==> src/rtl/crossing_request_scheduler.sv <==
// Crossing request scheduler: latches pedestrian/cyclist button presses,
// enforces a minimum traffic-green dwell, arbitrates round-robin between the
// two requesters and issues start to the light sequencer. If the sequencer
// never leaves idle after start, the block locks into a fault state that only
// reset clears. All outputs are decoded from registers (Moore).
module crossing_request_scheduler #(
    parameter int unsigned MIN_GREEN = 10,
    parameter int unsigned HOLD      = 3,
    parameter int unsigned CNT_W     = 8
) (
    input  logic clock,
    input  logic reset,
    input  logic i_tick,
    input  logic i_ped_req,
    input  logic i_cyc_req,
    input  logic i_light_idle,
    output logic o_start,
    output logic o_ped_wait,
    output logic o_cyc_wait,
    output logic o_grant_ped,
    output logic o_grant_cyc,
    output logic o_fault
);

    localparam logic [CNT_W-1:0] L_MIN_GREEN = CNT_W'(MIN_GREEN);
    localparam logic [CNT_W-1:0] L_HOLD      = CNT_W'(HOLD);

    typedef enum logic [1:0] {
        StGreen,
        StStart,
        StCrossing,
        StFault
    } state_e;

    // State registers
    state_e           r_state;
    logic [CNT_W-1:0] r_green_cnt;
    logic [CNT_W-1:0] r_hold_cnt;
    logic             r_sel_cyc;     // requester served by the current crossing
    logic             r_last_cyc;    // winner of the previous arbitration
    logic             r_ped_prev;
    logic             r_cyc_prev;
    logic             r_ped_pending;
    logic             r_cyc_pending;

    // Next-state and combinational helpers
    state_e           w_state_d;
    logic [CNT_W-1:0] w_green_cnt_d;
    logic [CNT_W-1:0] w_hold_cnt_d;
    logic [CNT_W:0]   w_hold_inc;
    logic             w_sel_cyc_d;
    logic             w_last_cyc_d;
    logic             w_enter_start;
    logic             w_arb_cyc;
    logic             w_ped_edge;
    logic             w_cyc_edge;
    logic             w_ped_pending_d;
    logic             w_cyc_pending_d;
    logic             w_serving;

    // Round-robin pick: a lone requester wins; on a tie the one not served last wins
    always_comb begin
        w_arb_cyc = r_cyc_pending & (~r_ped_pending | ~r_last_cyc);
    end

    // Press detection and pending flags; a fresh edge beats the clear on START entry
    always_comb begin
        w_ped_edge      = i_ped_req & ~r_ped_prev;
        w_cyc_edge      = i_cyc_req & ~r_cyc_prev;
        w_ped_pending_d = w_ped_edge | (r_ped_pending & ~(w_enter_start & ~w_arb_cyc));
        w_cyc_pending_d = w_cyc_edge | (r_cyc_pending & ~(w_enter_start & w_arb_cyc));
    end

    // Next-state logic for the scheduler FSM and its dwell/timeout counters
    always_comb begin
        w_state_d     = r_state;
        w_green_cnt_d = r_green_cnt;
        w_hold_cnt_d  = r_hold_cnt;
        w_sel_cyc_d   = r_sel_cyc;
        w_last_cyc_d  = r_last_cyc;
        w_enter_start = 1'b0;
        // One wider than the counter so the reach test never wraps
        w_hold_inc    = {1'b0, r_hold_cnt} + (CNT_W+1)'(1);

        unique case (r_state)
            StGreen: begin
                if ((r_green_cnt == L_MIN_GREEN) && (r_ped_pending || r_cyc_pending)) begin
                    w_state_d     = StStart;
                    w_hold_cnt_d  = '0;
                    w_sel_cyc_d   = w_arb_cyc;
                    w_last_cyc_d  = w_arb_cyc;
                    w_enter_start = 1'b1;
                end else if (i_tick && i_light_idle && (r_green_cnt < L_MIN_GREEN)) begin
                    w_green_cnt_d = r_green_cnt + CNT_W'(1);
                end
            end
            StStart: begin
                // Sequencer acknowledgement takes priority over the timeout
                if (!i_light_idle) begin
                    w_state_d = StCrossing;
                end else if (i_tick) begin
                    if (r_hold_cnt < L_HOLD) begin
                        w_hold_cnt_d = r_hold_cnt + CNT_W'(1);
                    end
                    if (w_hold_inc >= {1'b0, L_HOLD}) begin
                        w_state_d = StFault;
                    end
                end
            end
            StCrossing: begin
                if (i_light_idle) begin
                    w_state_d     = StGreen;
                    w_green_cnt_d = '0;
                end
            end
            StFault: begin
                w_state_d = StFault;
            end
            default: begin
                w_state_d = StGreen;
            end
        endcase
    end

    // State register with synchronous active-high reset
    always_ff @(posedge clock) begin
        if (reset) begin
            r_state       <= StGreen;
            r_green_cnt   <= '0;
            r_hold_cnt    <= '0;
            r_sel_cyc     <= 1'b0;
            r_last_cyc    <= 1'b1;
            // History reset high so a button held through reset is not a press
            r_ped_prev    <= 1'b1;
            r_cyc_prev    <= 1'b1;
            r_ped_pending <= 1'b0;
            r_cyc_pending <= 1'b0;
        end else begin
            r_state       <= w_state_d;
            r_green_cnt   <= w_green_cnt_d;
            r_hold_cnt    <= w_hold_cnt_d;
            r_sel_cyc     <= w_sel_cyc_d;
            r_last_cyc    <= w_last_cyc_d;
            r_ped_prev    <= i_ped_req;
            r_cyc_prev    <= i_cyc_req;
            r_ped_pending <= w_ped_pending_d;
            r_cyc_pending <= w_cyc_pending_d;
        end
    end

    // Moore outputs decoded from registered state
    always_comb begin
        w_serving   = (r_state == StStart) || (r_state == StCrossing);
        o_start     = (r_state == StStart);
        o_fault     = (r_state == StFault);
        o_grant_ped = w_serving & ~r_sel_cyc;
        o_grant_cyc = w_serving & r_sel_cyc;
        o_ped_wait  = r_ped_pending;
        o_cyc_wait  = r_cyc_pending;
    end

endmodule
==> config.mk <==
export PLATFORM = sky130hd
export DESIGN_NAME = crossing_request_scheduler
export DESIGN_NICKNAME = d
export VERILOG_FILES = /design/src/rtl/crossing_request_scheduler.sv
export SDC_FILE = /design/constraint.sdc
export NUM_CORES = 1
export LEC_CHECK = 0
export CAP_MARGIN = 20
export CORE_MARGIN = 5
export CORE_UTILIZATION = 60
export CTS_CLUSTER_SIZE = 28
export DETAILED_ROUTE_END_ITERATION = 8
export DONT_BUFFER_PORTS = 1
export PLACE_DENSITY_LB_ADDON = 0.08
export SYNTH_ARGS = -nofsm -noshare
export SYNTH_HDL_FRONTEND = slang
export SYNTH_SLANG_ARGS = --single-unit
==> constraint.sdc <==
create_clock -name clock -period 5.68 [get_ports clock]
set_clock_uncertainty 0.05 [all_clocks]
set_input_delay 0.568 -clock clock [delete_from_list [all_inputs] [get_ports clock]]
set_output_delay 0.568 -clock clock [all_outputs]
set_load 0.03 [all_outputs]
== Word-level counts from Yosys, hierarchy flattened ==
Index checks and enable logic that the tools add are counted.
Cells by class
  equality and inequality tests: 13
  add/subtract/negate cells: 3
  bitwise logic cells: 20
  magnitude comparators: 3
  reduce and logical (&&, ||, !) cells: 12
  multiplexer cells: 17
Operator list (number)
  $mux W8: 7
  $pmux W8 S2: 2
  $add A8 B1 Y8 const B: 2
  $ne A2 B2 Y1 const B: 6
  $mux W2: 5
  $add A8 B1 Y9 const B: 1
  $and A1 B1 Y1: 9
  $ge A9 B2 Y1 const B: 1
  $eq A8 B4 Y1 const B: 1
  $lt A8 B2 Y1 const B: 1
  $lt A8 B4 Y1 const B: 1
  $not A1 Y1: 8
  $pmux W2 S4: 1
  $reduce_and A4 Y1: 2
  $reduce_and A5 Y1: 1
  $eq A2 B2 Y1 const B: 2
  $reduce_bool A2 Y1: 2
  $logic_and A1 B1 Y1: 3
  $ne A3 B2 Y1 const B: 1
  $ne A3 B3 Y1 const B: 1
  $or A1 B1 Y1: 3
  $eq A2 B1 Y1 const B: 1
  $logic_not A2 Y1: 1
  $logic_or A1 B1 Y1: 2
  other kinds (3): 4
Word-level totals
  bits of input ports: 6
  word-level logic and storage cells: 77
  output and inout port bits: 6
  register bits: 24

== Depth between registers and ports, before layout ==
Gate-level depths: netlist of the first run.
  depth in word-level cells: 8
  depth in mapped cells: 8
  depth with buffers taken out: 7

== Worst setup path after synthesis of the first run ==
Ideal clock, no wire load.
  kind: reg2reg
  from: register r_state[0]
  to: register r_green_cnt[5]
  cell stages (with the launch flop): 9
  setup time: 0.070 ns
  period minus slack after synthesis: 1.849 ns
  arrival time: 1.730 ns
  required time: 5.560 ns
  buffers on the path: 1
  slack: 3.831 ns
  cell sequence: dfxtp_1 inv_1 ha_1 clkbuf_1 o21a_1 a22oi_4 nand3_4 or3_1 a21oi_1
Between the ends
  cells in the longest elaborated chain, start to end: 3
  elaborated cells on any way between the ends: 8
  classes of those cells: 4 x eq/ne; 1 x mux; 3 x reduce/logical
Ends and longest elaborated chain
  from (decl): line 36  | state_e r_state;
  from (signal assigned): line 128  | r_state <= StGreen;
  from (signal assigned): line 139  | r_state <= w_state_d;
  $eq A2 B2 Y1 or $logic_not A2 Y1 (tied branches): line 85  | unique case (r_state)
  $ne A2 B2 Y1 (no line) or $reduce_bool A2 Y1 (tied branches)
  $reduce_and A4 Y1 (no line)
  to (signal assigned): line 140  | r_green_cnt <= w_green_cnt_d;
  to (decl): line 37  | logic [CNT_W-1:0] r_green_cnt;
Parallel ways exist; a longest one is shown, timed or not.
A chain may end at the register's enable or synchronous reset.

== Final worst setup path of the first run ==
  from: register r_state[1]
  to: output o_grant_ped
Between the ends
  cells in the longest elaborated chain, start to end: 3
  elaborated cells on any way between the ends: 4
  classes of those cells: 2 x eq/ne; 1 x bitwise; 1 x reduce/logical
Ends and longest elaborated chain
  $eq A2 B1 Y1 or $eq A2 B2 Y1 (tied branches): line 153  | w_serving = (r_state == StStart) || (r_state == StCrossing);
  $logic_or A1 B1 Y1 (*): line 153
  $and A1 B1 Y1 (*): line 156  | o_grant_ped = w_serving & ~r_sel_cyc;
  to (decl): line 20  | output logic o_grant_ped,
Mark *: on every way between the ends. The rest lies on a longest branch, timed or not.

==> results of run 1 <==
## power groups by stage
stage / registers, W / clock network, W / logic (W)
CTS: 0.000181 / 0.0000903 / 0.0000200
global route: 0.000182 / 0.000101 / 0.0000233
global placement: 0.000185 / 0 / 0.0000183
finish: 0.000181 / 0.0000871 / 0.0000198
detailed placement: 0.000185 / 0 / 0.0000199
floorplan: 0.000183 / 0 / 0.0000171
## layer usage
metal / up-vias / global-route usage (%) / wire [um]
li1: 537 / - / -
met5: - / 0 / 0
met4: 0 / 9.49 / 59
met3: 7 / 3.67 / 87
met2: 23 / 27.6 / 1200
met1: 490 / 21.7 / 1140
## path summary, 6_finish.rpt
path	from	endpoint	slack, ns	cells after the start
setup / recovery	r_state[1]$_SDFFE_PP0P_	o_grant_ped	3.48	3
setup reg to reg	r_state[1]$_SDFFE_PP0P_	r_state[0]$_SDFFE_PP0P_	3.66	7
hold / removal	reset	o_ped_wait$_SDFF_PP0_	0.26	1
hold reg to reg	r_green_cnt[6]$_SDFFE_PP0P_	r_green_cnt[6]$_SDFFE_PP0P_	0.42	2
## per-stage QoR
step           instances  setup slack (ns)  total power [W]
6_report             175              3.48         0.000288
5_1_grt              175              3.37         0.000306
4_1_cts              175              3.46         0.000291
3_5_place_dp         171              3.67         0.000205
3_3_place_gp         171              3.76         0.000203
2_1_floorplan        146              3.83         0.000200
## cell type report
| type | instances | area, um^2 |
|---|---|---|
| Clock buffer | 4 | 36.3 |
| Fill cell | 168 | 644 |
| Multi-Input combinational cell | 114 | 785 |
| Inverter | 6 | 22.5 |
| Tap cell | 27 | 33.8 |
| Sequential cell | 24 | 480 |
## cell usage after synthesis (all sizes together) (3+ instances only)
cell | count | share of area, %
a211oi | 3 | 1.7
a21oi | 9 | 3.5
a22oi | 3 | 2.8
and2 | 8 | 3.9
dfxtp | 24 | 37
ha | 9 | 8.7
inv | 6 | 1.7
mux2i | 3 | 2.3
nand2 | 6 | 1.7
nand2b | 5 | 2.4
nand3 | 7 | 3.7
nand4 | 4 | 1.9
nor2 | 13 | 3.8
nor2b | 4 | 1.9
o21a | 3 | 1.7
o21ai | 6 | 2.3
or2 | 3 | 1.4
## critical path, delay by kind of cell, from the launching register on
family	cells	cell delay, ns
adders and majority gates	1	0.29
buffers and inverters	1	0.11
DFF	1	0.39
and+or+nand+nor	1	0.48
## flip-flops by register name (all words and copies together) (netlist names)
name / cells
r_green_cnt: 8
r_hold_cnt: 8
r_state: 2
o_cyc_wait: 1
o_ped_wait: 1
r_cyc_prev: 1
r_last_cyc: 1
r_ped_prev: 1
r_sel_cyc: 1
## kinds of logic after synthesis
family                     count (synthesis)  synth area share, %
buffers and inverters                      8                 2.32
muxes                                      3                 2.32
DFF                                       24                 37.1
and+or+nand+nor                           66                 30.0
adders and majority gates                  9                 8.70
xor gates and xnor gates                   2                 1.35
AOI/OAI and AO/OA                         34                 18.3
==> flow_summary.yaml, run 1 <==
run_status:
  outcome: "finished, final reports clean"
yosys:
  syn-num-nets: 161
  synthesis.area_um2: 1290
  synth.distinct_cells: 40
  synth_seq_cells: 24
  syn-mean-instance-area_um2: 8.87
  yosys_warnings: 0
  seq_area_frac_synth_pct: 37.1
  yosys_most_used_dff: "dfxtp_1"
  synthCells: 146
  synthArstFlopShare_pct: 0
  synth_edf_count: 0
timing:
  maxSlewViolCount: 0
  max_slew_margin_pct: 61.5
  hold_viol: 0
  finalSetupTns_ns: 0
  fin_crit_sh_pct: 38.7
  holdWs_ns: 0.255
  max_freq_mhz: 455
  fin_crit_ns: 2.20
  setup_viol: 0
  rsz0062_at_grt: "false"
  worst_pin_slew_ns: 0.576
clock_network:
  h-tree-depth: 1
  cts_tree: "done"
  post_cts_buffers: 0
  clkTransAtPathRegs_ns: 0.12
  clock_latency_ns: 0.31
  root_buffer: "clkbuf_4"
  cts_buffer_depth: 2
  ctsResizeCount: 0
  cts_buffers: 3
  cts_hold_buf: 0
  cts_sinks: 24
route:
  first_iter_violations: 26
  drc: 0
  drt-wirelength-per-cell_um: 14.2
  via_count: 1057
  viasPerCell: 6.04
  routed_wl_um: 2490
  drt_pass1_iterations: 4
  ant_nets: 0
setup_path:
  slowest_delay_ns: 0.48
  crit_required_ns: 5.06
  path_class: "register to primary output"
  crit_slowest_cell: "nor2b_1"
  endpoint_kind: "primary output"
  path_max_fanout: 4
  critPathArrivalTime_ns: 1.58
  startpoint_type: "register"
  cp_cell_sequence: "inv_1, ha_1, nor2b_1"
power_and_ir_drop:
  seqPwrFrac_pct: 62.9
  max-vdd-ir-drop_mv: 0.178
  p_comb_share_pct: 6.9
  p_clk_share_pct: 30.2
  internal_power_w: 0.000222
  switchingPower_w: 0.0000656
  leakagePower_nw: 0.563
  sw_frac_of_total_pct: 22.8
  powerDensity_nw_per_um2: 212
final_layout:
  diodes: 0
  fin_nets: 164
  drive_gt1_share_pct: 8.11
  fin_area_um2: 1360
  area_growth_pct: 4.83
  layout_common_cells: "dfxtp_1, nor2_1, a21oi_1, ha_1, and2_1"
  final_common_cell: "dfxtp_1"
  utilization_pct: 67.8
placed_design:
  dpl.hpwl_um: 1970
  placed_cell_area_um2: 1320
  portBuffers: 0
  gp_congestion: 0.858
global_route:
  gr-usage-all-layers_pct: 17.4
  grt_pass1_vias: 1012
  grt.overflow.total: 0
  grt_pass1_wl_um: 4410
  grt_max_degree: 16
  grt_antenna_before_repair: 0
die:
  die_w_um: 56.5
  dieHeight_um: 56.5
  pin_count: 12
  die-area_um2: 3190
  rows: 16
  initial_core_util_pct: 64.7
  core_area_um2: 2000
flow_run:
  drv_cap: 0
hold_path:
  hold_class: "input pin to register"
No activity file was read; power rests on OpenSTA's default activity.
==> run 2, diff against run 1 <==
CORE_UTILIZATION = 55   (was 60)
clock period = 2 ns   (was 5.68 ns; I/O delays follow)
==> run 2 against run 1 <==
Against the previous run: sequential share of layout area fell by 2.6 points; worst hold slack lost 0.23 ns; power increased to 2.9 times the previous value; non-clock buffer count is 12 higher; core utilization shrank 2.2 points; sequential power increased to 2.8 times the previous value; critical path depth up 2; critical endpoint is now r_green_cnt[7]$_SDFFE_PP0P_; largest cell class unchanged.
==> flow_summary.yaml, run 2 (synthesized netlist as in run 1, its figures left out) <==
setup_path:
  cp-startpoint: "r_green_cnt[4]$_SDFFE_PP0P_"
  critPathArrivalTime_ns: 2.10
  startpoint_type: "register"
  r2r-start: "r_green_cnt[4]$_SDFFE_PP0P_"
  path_class: "register to register"
  endpoint_kind: "register"
  crit_required_ns: 2.20
  path_max_fanout: 5
clock_network:
  cts_sinks: 24
  clock_latency_ns: 0.31
  cts_tree: "done"
  root_buffer: "clkbuf_4"
  clkTransAtPathRegs_ns: 0.13
  cts_buffers: 3
  cts_buffer_depth: 2
  h-tree-depth: 1
route:
  via_count: 1117
  viasPerCell: 5.94
  ant_nets: 0
  routed_wl_um: 2630
  drt_pass1_iterations: 4
  drc: 0
  first_iter_violations: 26
  drt-wirelength-per-cell_um: 14.0
die:
  dieHeight_um: 58.5
  core_area_um2: 2230
  pin_count: 12
  die_w_um: 58.5
  rows: 17
  initial_core_util_pct: 58.0
  die-area_um2: 3430
hold_path:
  hold_class: "input pin to register"
  min_from: "reset"
timing:
  setup_viol: 0
  maxSlewViolCount: 0
  worst_pin_slew_ns: 0.435
  max_slew_margin_pct: 70.9
  hold_viol: 0
  holdWs_ns: 0.0282
  max_freq_mhz: 525
  finalSetupTns_ns: 0
  rsz0062_at_grt: "false"
  fin_crit_ns: 1.90
  fin_crit_sh_pct: 95.2
final_layout:
  top_regs: "r_green_cnt: 8 flops, r_hold_cnt: 8 flops, r_state: 2 flops"
  diodes: 0
  final_common_cell: "dfxtp_1"
  fin_nets: 176
  drive_gt1_share_pct: 14.4
  layout_common_cells: "dfxtp_1, nor2_1, a21oi_1, buf_4"
  area_growth_pct: 13.1
global_route:
  grt_use_met2_pct: 29.7
  gr-usage-all-layers_pct: 17.1
  grt_antenna_before_repair: 0
  grt_pass1_wl_um: 4620
  top_usage_layer: "met2"
  grt_pass1_vias: 1100
  grt_use_met1_pct: 20.3
  grt.overflow.total: 0
  grtUsageMet3_pct: 3.29
  grt_max_degree: 14
run_status:
  outcome: "finished, final reports clean"
power_and_ir_drop:
  powerDensity_nw_per_um2: 578
  leakagePower_nw: 0.607
  max-vdd-ir-drop_mv: 0.350
flow_run:
  drv_cap: 0
placed_design:
  portBuffers: 0
  gp_congestion: 0.905
  dpl.hpwl_um: 2020
run 2: where the power goes:
group / leakage [nW] / switching (W) / total (W) / internal, W
Combinational: 0.392 / 0.0000510 / 0.0000966 / 0.0000457
Clock: 0.0210 / 0.000138 / 0.000249 / 0.000111
Sequential: 0.194 / 0.00000806 / 0.000501 / 0.000493
run 2: worst paths after layout:
| kind | slack [ns] | depth (start not counted) | end |
|---|---|---|---|
| max reg2reg | 0.1 | 5 | r_green_cnt[7]$_SDFFE_PP0P_ |
| min | 0.03 | 2 | r_green_cnt[1]$_SDFFE_PP0P_ |
| max | 0.1 | 5 | r_green_cnt[7]$_SDFFE_PP0P_ |
| min reg2reg | 0.43 | 2 | r_green_cnt[6]$_SDFFE_PP0P_ |
run 2: timing repair:
action,CTS,global route
gates cloned,0,0
buffers inserted,0,1
gates resized for setup,1,1
hold endpoints to repair,12,0
pin swaps,0,1
setup endpoints to repair,1,10
hold buffers,3,0
run 2: area by class of cell:
class / count / area (um^2)
fillers: 199 / 768
inverters: 6 / 22.5
repair buffers: 12 / 97.6
flip-flops and latches: 24 / 480
well taps: 28 / 35.0
clock buffers: 4 / 36.3
multi-input cells: 114 / 793
run 2: metrics by stage:
stage	worst slack [ns]	instance area, um^2	utilization (%)	total power (W)	cells
after floorplan	0.151	1290	-	0.000569	146
after global placement	0.150	1380	61.9	0.000598	180
after detailed placement	0.0250	1380	61.9	0.000599	180
after CTS	0.0678	1450	65.0	0.000854	187
after global routing	0.00853	1470	65.6	0.000892	188
final	0.0956	1470	65.6	0.000847	188
run 2: per-layer routing:
metal | up-vias | part of all wire [%] | wire [um]
li1 | 558 | - | -
met1 | 527 | 45 | 1180
met2 | 24 | 49 | 1280
met3 | 8 | 4.1 | 109
met4 | 0 | 2.4 | 62
met5 | - | 0 | 0
run 2: worst max-delay path, stage by stage, from the launching register on:
cell	delay [ns]
dfxtp_1	0.37
or4_4	0.56
a22oi_4	0.25
nand3_4	0.11
or3_1	0.35
a21oi_1	0.16
